File: src/rtl/hazard_sched_pkg.sv
// hazard_sched_pkg: shared encodings and types for the pipeline hazard
// scheduler.
//   - TUSE_NONE      : Tuse value meaning "operand not read"
//   - FWD_D_* / FWD_E_* / FWD_M_* : forwarding-source mux encodings
//   - stage_rec_t    : per-stage {dst, tnew, rs, rt} record
//   - md_state_t     : MDU sequencer states
//   - tnew_dec       : saturating Tnew decrement applied on each advance
package hazard_sched_pkg;

  localparam logic [1:0] TUSE_NONE   = 2'd3;

  localparam logic [1:0] FWD_D_GRF   = 2'd0;
  localparam logic [1:0] FWD_D_E     = 2'd1;
  localparam logic [1:0] FWD_D_M     = 2'd2;

  localparam logic [1:0] FWD_E_LATCH = 2'd0;
  localparam logic [1:0] FWD_E_M     = 2'd1;
  localparam logic [1:0] FWD_E_W     = 2'd2;

  localparam logic [1:0] FWD_M_LATCH = 2'd0;
  localparam logic [1:0] FWD_M_W     = 2'd2;

  typedef struct packed {
    logic [4:0] dst;
    logic [1:0] tnew;
    logic [4:0] rs;
    logic [4:0] rt;
  } stage_rec_t;

  localparam stage_rec_t REC_BUBBLE = '0;

  typedef enum logic {
    MD_IDLE = 1'b0,
    MD_BUSY = 1'b1
  } md_state_t;

  function automatic logic [1:0] tnew_dec(input logic [1:0] t);
    return (t == 2'd0) ? 2'd0 : t - 2'd1;
  endfunction

endpackage

File: src/rtl/hazard_sched_md_busy_ctr.sv
// md_busy_ctr: multiply/divide busy-window sequencer. A down-counter that
// loads the operation latency on start and counts to zero.
// Ports:
//   clk, reset   : clock, synchronous active-high reset
//   start        : an MDU operation leaves D this cycle
//   start_div    : qualifies start (1 = div, 0 = mult)
//   busy         : MDU result still pending
//
// state   | meaning
// --------+------------------------------------------
// MD_IDLE | cnt == 0, HI/LO are final
// MD_BUSY | cnt  > 0, mult/div still computing
module md_busy_ctr
  import hazard_sched_pkg::*;
#(
  parameter int MULT_CYCLES = 5,
  parameter int DIV_CYCLES  = 10
) (
  input  logic clk,
  input  logic reset,
  input  logic start,
  input  logic start_div,
  output logic busy
);

  localparam int MAX_CYCLES = (MULT_CYCLES > DIV_CYCLES) ? MULT_CYCLES : DIV_CYCLES;
  localparam int CW         = $clog2(MAX_CYCLES + 1);

  md_state_t       state, state_next;
  logic [CW-1:0]   cnt, cnt_next;

  always_ff @(posedge clk) begin
    if (reset) begin
      state <= MD_IDLE;
      cnt   <= '0;
    end else begin
      state <= state_next;
      cnt   <= cnt_next;
    end
  end

  always_comb begin
    cnt_next   = cnt;
    state_next = state;
    if (start) begin
      cnt_next = start_div ? CW'(DIV_CYCLES) : CW'(MULT_CYCLES);
    end else if (state == MD_BUSY) begin
      cnt_next = cnt - CW'(1);
    end
    // State tracks the terminal-count compare so it never disagrees with cnt.
    state_next = (cnt_next != '0) ? MD_BUSY : MD_IDLE;
  end

  assign busy = (state == MD_BUSY);

endmodule

File: src/rtl/hazard_sched.sv
// hazard_sched: D-stage stall and operand-forwarding control for the
// five-stage core, plus the MDU busy window.
// Ports:
//   clk, reset               : clock, synchronous active-high reset
//   d_rs, d_rt               : D-stage source register indices
//   d_tuse_rs, d_tuse_rt     : stage offset at which each source is read (3 = unused)
//   d_dst, d_tnew            : D destination (0 = none) and Tnew measured in E
//   d_md_start, d_md_div     : D instruction starts mult (0) / div (1)
//   d_md_use                 : D instruction touches HI/LO/MDU
//   stall                    : freeze PC and F/D, bubble into D/E
//   fwd_rs_d, fwd_rt_d       : D operand source (GRF / E / M)
//   fwd_rs_e, fwd_rt_e       : E operand source (latched / M / W)
//   fwd_rt_m                 : M store-data source (latched / W)
//   md_busy                  : MDU result pending
// W-stage results reach D through the register file write-through, so there
// is no W->D select.
module hazard_sched
  import hazard_sched_pkg::*;
#(
  parameter int MULT_CYCLES = 5,
  parameter int DIV_CYCLES  = 10
) (
  input  logic       clk,
  input  logic       reset,
  input  logic [4:0] d_rs,
  input  logic [4:0] d_rt,
  input  logic [1:0] d_tuse_rs,
  input  logic [1:0] d_tuse_rt,
  input  logic [4:0] d_dst,
  input  logic [1:0] d_tnew,
  input  logic       d_md_start,
  input  logic       d_md_div,
  input  logic       d_md_use,
  output logic       stall,
  output logic [1:0] fwd_rs_d,
  output logic [1:0] fwd_rt_d,
  output logic [1:0] fwd_rs_e,
  output logic [1:0] fwd_rt_e,
  output logic [1:0] fwd_rt_m,
  output logic       md_busy
);

  // M keeps only the fields something still reads (dst, tnew, store-data rt);
  // W only needs dst because its Tnew is always 0 and its sources are spent.
  stage_rec_t rec_d;
  stage_rec_t rec_e;
  logic [4:0] m_dst;
  logic [1:0] m_tnew;
  logic [4:0] m_rt;
  logic [4:0] w_dst;

  logic hz_rs, hz_rt, md_start;

  function automatic logic raw_hazard(
    input logic [4:0] r,
    input logic [1:0] tuse,
    input logic [4:0] e_dst_i,
    input logic [1:0] e_tnew_i,
    input logic [4:0] m_dst_i,
    input logic [1:0] m_tnew_i
  );
    return (r != 5'd0) && (tuse != TUSE_NONE) &&
           (((e_dst_i == r) && (tuse < e_tnew_i)) ||
            ((m_dst_i == r) && (tuse < m_tnew_i)));
  endfunction

  // Nearest producer wins; a producer only forwards once its Tnew hits 0.
  function automatic logic [1:0] sel_d(
    input logic [4:0] r,
    input logic [4:0] e_dst_i,
    input logic [1:0] e_tnew_i,
    input logic [4:0] m_dst_i,
    input logic [1:0] m_tnew_i
  );
    if (r == 5'd0)                                  return FWD_D_GRF;
    else if ((e_dst_i == r) && (e_tnew_i == 2'd0))  return FWD_D_E;
    else if ((m_dst_i == r) && (m_tnew_i == 2'd0))  return FWD_D_M;
    else                                            return FWD_D_GRF;
  endfunction

  function automatic logic [1:0] sel_e(
    input logic [4:0] r,
    input logic [4:0] m_dst_i,
    input logic [1:0] m_tnew_i,
    input logic [4:0] w_dst_i
  );
    if (r == 5'd0)                                  return FWD_E_LATCH;
    else if ((m_dst_i == r) && (m_tnew_i == 2'd0))  return FWD_E_M;
    else if (w_dst_i == r)                          return FWD_E_W;
    else                                            return FWD_E_LATCH;
  endfunction

  always_comb begin
    rec_d      = REC_BUBBLE;
    rec_d.dst  = d_dst;
    rec_d.tnew = d_tnew;
    rec_d.rs   = d_rs;
    rec_d.rt   = d_rt;
  end

  always_ff @(posedge clk) begin
    if (reset) begin
      rec_e  <= REC_BUBBLE;
      m_dst  <= '0;
      m_tnew <= '0;
      m_rt   <= '0;
      w_dst  <= '0;
    end else begin
      w_dst  <= m_dst;
      m_dst  <= rec_e.dst;
      m_tnew <= tnew_dec(rec_e.tnew);
      m_rt   <= rec_e.rt;
      rec_e  <= stall ? REC_BUBBLE : rec_d;
    end
  end

  always_comb begin
    hz_rs    = raw_hazard(d_rs, d_tuse_rs, rec_e.dst, rec_e.tnew, m_dst, m_tnew);
    hz_rt    = raw_hazard(d_rt, d_tuse_rt, rec_e.dst, rec_e.tnew, m_dst, m_tnew);
    stall    = hz_rs | hz_rt | (d_md_use & md_busy);

    fwd_rs_d = sel_d(d_rs, rec_e.dst, rec_e.tnew, m_dst, m_tnew);
    fwd_rt_d = sel_d(d_rt, rec_e.dst, rec_e.tnew, m_dst, m_tnew);
    fwd_rs_e = sel_e(rec_e.rs, m_dst, m_tnew, w_dst);
    fwd_rt_e = sel_e(rec_e.rt, m_dst, m_tnew, w_dst);
    fwd_rt_m = ((m_rt != 5'd0) && (w_dst == m_rt)) ? FWD_M_W : FWD_M_LATCH;
  end

  // A start only counts when the instruction actually leaves D.
  assign md_start = d_md_start & ~stall;

  md_busy_ctr #(
    .MULT_CYCLES (MULT_CYCLES),
    .DIV_CYCLES  (DIV_CYCLES)
  ) u_md_busy_ctr (
    .clk       (clk),
    .reset     (reset),
    .start     (md_start),
    .start_div (d_md_div),
    .busy      (md_busy)
  );

endmodule

File: config.mk
export PLATFORM = sky130hd
export DESIGN_NAME = hazard_sched
export DESIGN_NICKNAME = d
export VERILOG_FILES = /design/src/rtl/hazard_sched_pkg.sv /design/src/rtl/hazard_sched_md_busy_ctr.sv /design/src/rtl/hazard_sched.sv
export SDC_FILE = /design/constraint.sdc
export NUM_CORES = 1
export LEC_CHECK = 0
export BUFFER_PORTS_ARGS = -buffer_cell sky130_fd_sc_hd__buf_2
export CORE_UTILIZATION = 50
export DETAILED_ROUTE_END_ITERATION = 12
export PLACE_DENSITY = 0.7
export REMOVE_ABC_BUFFERS = 1
export SLEW_MARGIN = 25
export SYNTH_ARGS = -nofsm -noshare
export SYNTH_HDL_FRONTEND = slang
export SYNTH_SLANG_ARGS = --single-unit
File: constraint.sdc
create_clock -name clk -period 4.2 [get_ports clk]
set_input_delay 0.21 -clock clk [delete_from_list [all_inputs] [get_ports clk]]
set_output_delay 0.21 -clock clk [all_outputs]
set_load 0.01 [all_outputs]
==> results.cfg <==
[timing]
finalSetupTns_ns = 0
setup_viol = 0
maxSlewHeadroom_pct = 47.05
rsz0062_at_grt = false
fin_ws_ns = 1.893
drv_slew = 0
fin_crit_ns = 2.307
worstMarginPinSlew_ns = 0.7943
holdWs_ns = 0.1186
skew_ns = 0.005920
fmax_ghz = 0.4335
finalCritPeriodShare_pct = 54.92
hold_violations = 0

[pwr]
p_leak_nw = 1.040
powerDensity_mw_per_mm2 = 367.9
total_power_uw = 880.6
ir_drop_v = 0.0002473

[cells_and_area]
layout.cells.non_filler = 309
drive_above_1_share_pct = 20.46
insertedDiodeCount = 0
final_nets = 290
fill_cells = 362
area_growth_syn_to_layout_pct = 14.00
final_area_sq_mm = 0.002394
final_core_util_pct = 59.41

[floorplanning]
core_area_sq_mm = 0.004029
die_w_um = 66.80
num_io_pins = 38
fp.dieArea_sq_mm = 0.004462
start_util_pct = 52.11
placementRows = 23
die_height_um = 66.80

[grt]
grt_pass1_vias = 1407
grt_use_total_pct = 19.91
antenna_found_initial = 0
grt_start_max_net_pins = 26
grt_pass1_wl_um = 6368
overflow = 0

[placement]
place_area_sq_mm = 0.002290
placed_cells = 301
pre_cts_ws_ns = 2.058
place.gp.congestion = 0.7887
dp_hpwl_um = 3068
portBuffers = 36

[synthesis]
synth_mux_area_share_pct = 2.145
yosysSeqAreaShare_pct = 37.19
ys_ff_latch = 39
synthXorXnorAreaFrac_pct = 18.77
yosysWarnings = 0
syn_area_per_cell_sq_um = 9.290
synth_top_family_by_area = simple AND/OR/NAND/NOR gates
synthSimpleGateAreaFrac_pct = 26.88
syn_inst = 226
synth-compound-area-share_pct = 7.867
synth_edf_count = 0
syn-cell-area_sq_mm = 0.002100
synthAdderAreaFrac_pct = 3.576
synthArstFlopShare_pct = 0
ys.flop_type = dfxtp_1
synth_cell_types = 41

[route]
dr.pass1.iters = 4
wl_per_cell_um = 13.03
dr_total_vias = 1555
drc = 0
drt-initial-drc-count = 60
routed_wirelength_um = 4025
final_antenna_net_count = 0
routed_via_density = 5.032

[worst_setup_path]
arrival_ns = 2.10
required_ns = 3.99
regToRegSetupSlack_ns = 2.12
r2r_end = u_md_busy_ctr.cnt[0]
r2r-start = m_tnew[1]
critPathKind = reg2out
cp-end-kind = output port
cp-start-kind = register
path_max_fanout = 3
reg2regPathDepth = 7

[worst_hold_path]
hold_class = in2reg
worstHoldStart = d_dst[2]
worstHoldPathCells = 2
hold-path-endpoint = rec_e[14]

[cts]
cts_setup_buffers = 0
cts_tree = done
post_cts_resized = 0
path_clk_slew_ns = 0.08
numClockSinks = 39
hold_buffers = 0
clockBufferDepth = 2
htree_levels = 2
insertion_delay_ns = 0.28
ctsRootBufferMaster = clkbuf_8
numCtsBuffers = 5

[run]
cap_violations = 0

[status]
outcome = completed
[cell families (layout without fill, tap and decap cells)]
kind of cell | after synthesis | count (layout)
buffers and inverters | 16 | 49
AOI/OAI and AO/OA | 18 | 18
xor gates and xnor gates | 45 | 45
muxes | 4 | 4
DFF | 39 | 39
other | 1 | 1
adders and majority gates | 6 | 6
and+or+nand+nor | 97 | 97
[worst max-delay path: stages, from the launching register on]
cell,delay [ns]
dfxtp_1,0.37
inv_1,0.07
ha_1,0.27
a21oi_1,0.14
nand4_1,0.13
a221oi_2,0.52
nor2_1,0.11
nand2_1,0.08
buf_2,0.12
[worst max path at each step]
stage | end | slack (ns) | startpoint | cells after the start
after detailed placement | rec_e[4] | 2.06 | d_rs[1] | 6
after global routing | stall | 1.74 | m_tnew[1] | 8
after floorplan | u_md_busy_ctr.cnt[0] | 2.35 | m_tnew[1] | 7
after global placement | rec_e[6] | 2.13 | d_rs[1] | 6
final | stall | 1.89 | m_tnew[1] | 8
after CTS | stall | 1.88 | m_tnew[1] | 8
[metal layers]
metal | share of wire (%) | track usage [%]
met5 | 0 | 0
met4 | 0.67 | 7.713
met3 | 3.6 | 4.795
met2 | 50 | 33.71
met1 | 46 | 24.03
[area by class of cell]
class / instances / area, sq um / area share [%]
well taps: 50 / 62.56 / 2.614
repair buffers: 36 / 180.2 / 7.527
multi-input cells: 171 / 1247 / 52.12
flip-flops and latches: 39 / 780.7 / 32.62
clock buffers: 7 / 96.34 / 4.025
inverters: 5 / 18.77 / 0.7841
clock inverters: 1 / 7.507 / 0.3136
[cell usage after synthesis (3+ instances only)]
cell,n,area share [%]
nand3_1,3,0.71
nor4_1,3,0.89
ha_1,6,3.6
nand4_1,5,1.5
nand2_1,11,2.0
nor2_1,16,2.9
buf_2,3,0.71
mux2_1,4,2.1
xor2_1,26,11
dfxtp_1,39,37
xnor2_1,19,7.9
inv_1,5,0.89
a21oi_1,6,1.4
and2_1,17,5.1
nor2b_1,17,5.1
clkbuf_1,6,1.1
nor3_1,10,2.4
[registers in the layout (all words and copies together), names as in the netlist]
signal and count:
rec_e 17, m_rt 5, m_tnew 2, u_md_busy_ctr.cnt 4, m_dst 5, w_dst 5, u_md_busy_ctr.busy 1
[where the power goes]
group | leakage [nW] | switching (mW) | internal [mW]
clock | 0.0505 | 0.128 | 0.149
combinational | 0.668 | 0.0859 | 0.0876
sequential | 0.321 | 0.0332 | 0.396
total | 1.04 | 0.247 | 0.633
[layout by cell type, fill, tap and decap left out, drive strengths merged, types with 2 or more instances in the layout]
cell type and n:
dfxtp 39, buf 36, xor2 26, xnor2 19, nor2 18, nor2b 17, and2 17, nor3 12
nand2 11, clkbuf 7, a21oi 6, ha 6, inv 5, nand4 5, mux2 4, nor4 4
nand3 3, or4 3, nand2b 2, o21ai 2, and3 2, a211oi 2, a221oi 2, a2111oi 2
(Power assumes the default switching activity.)
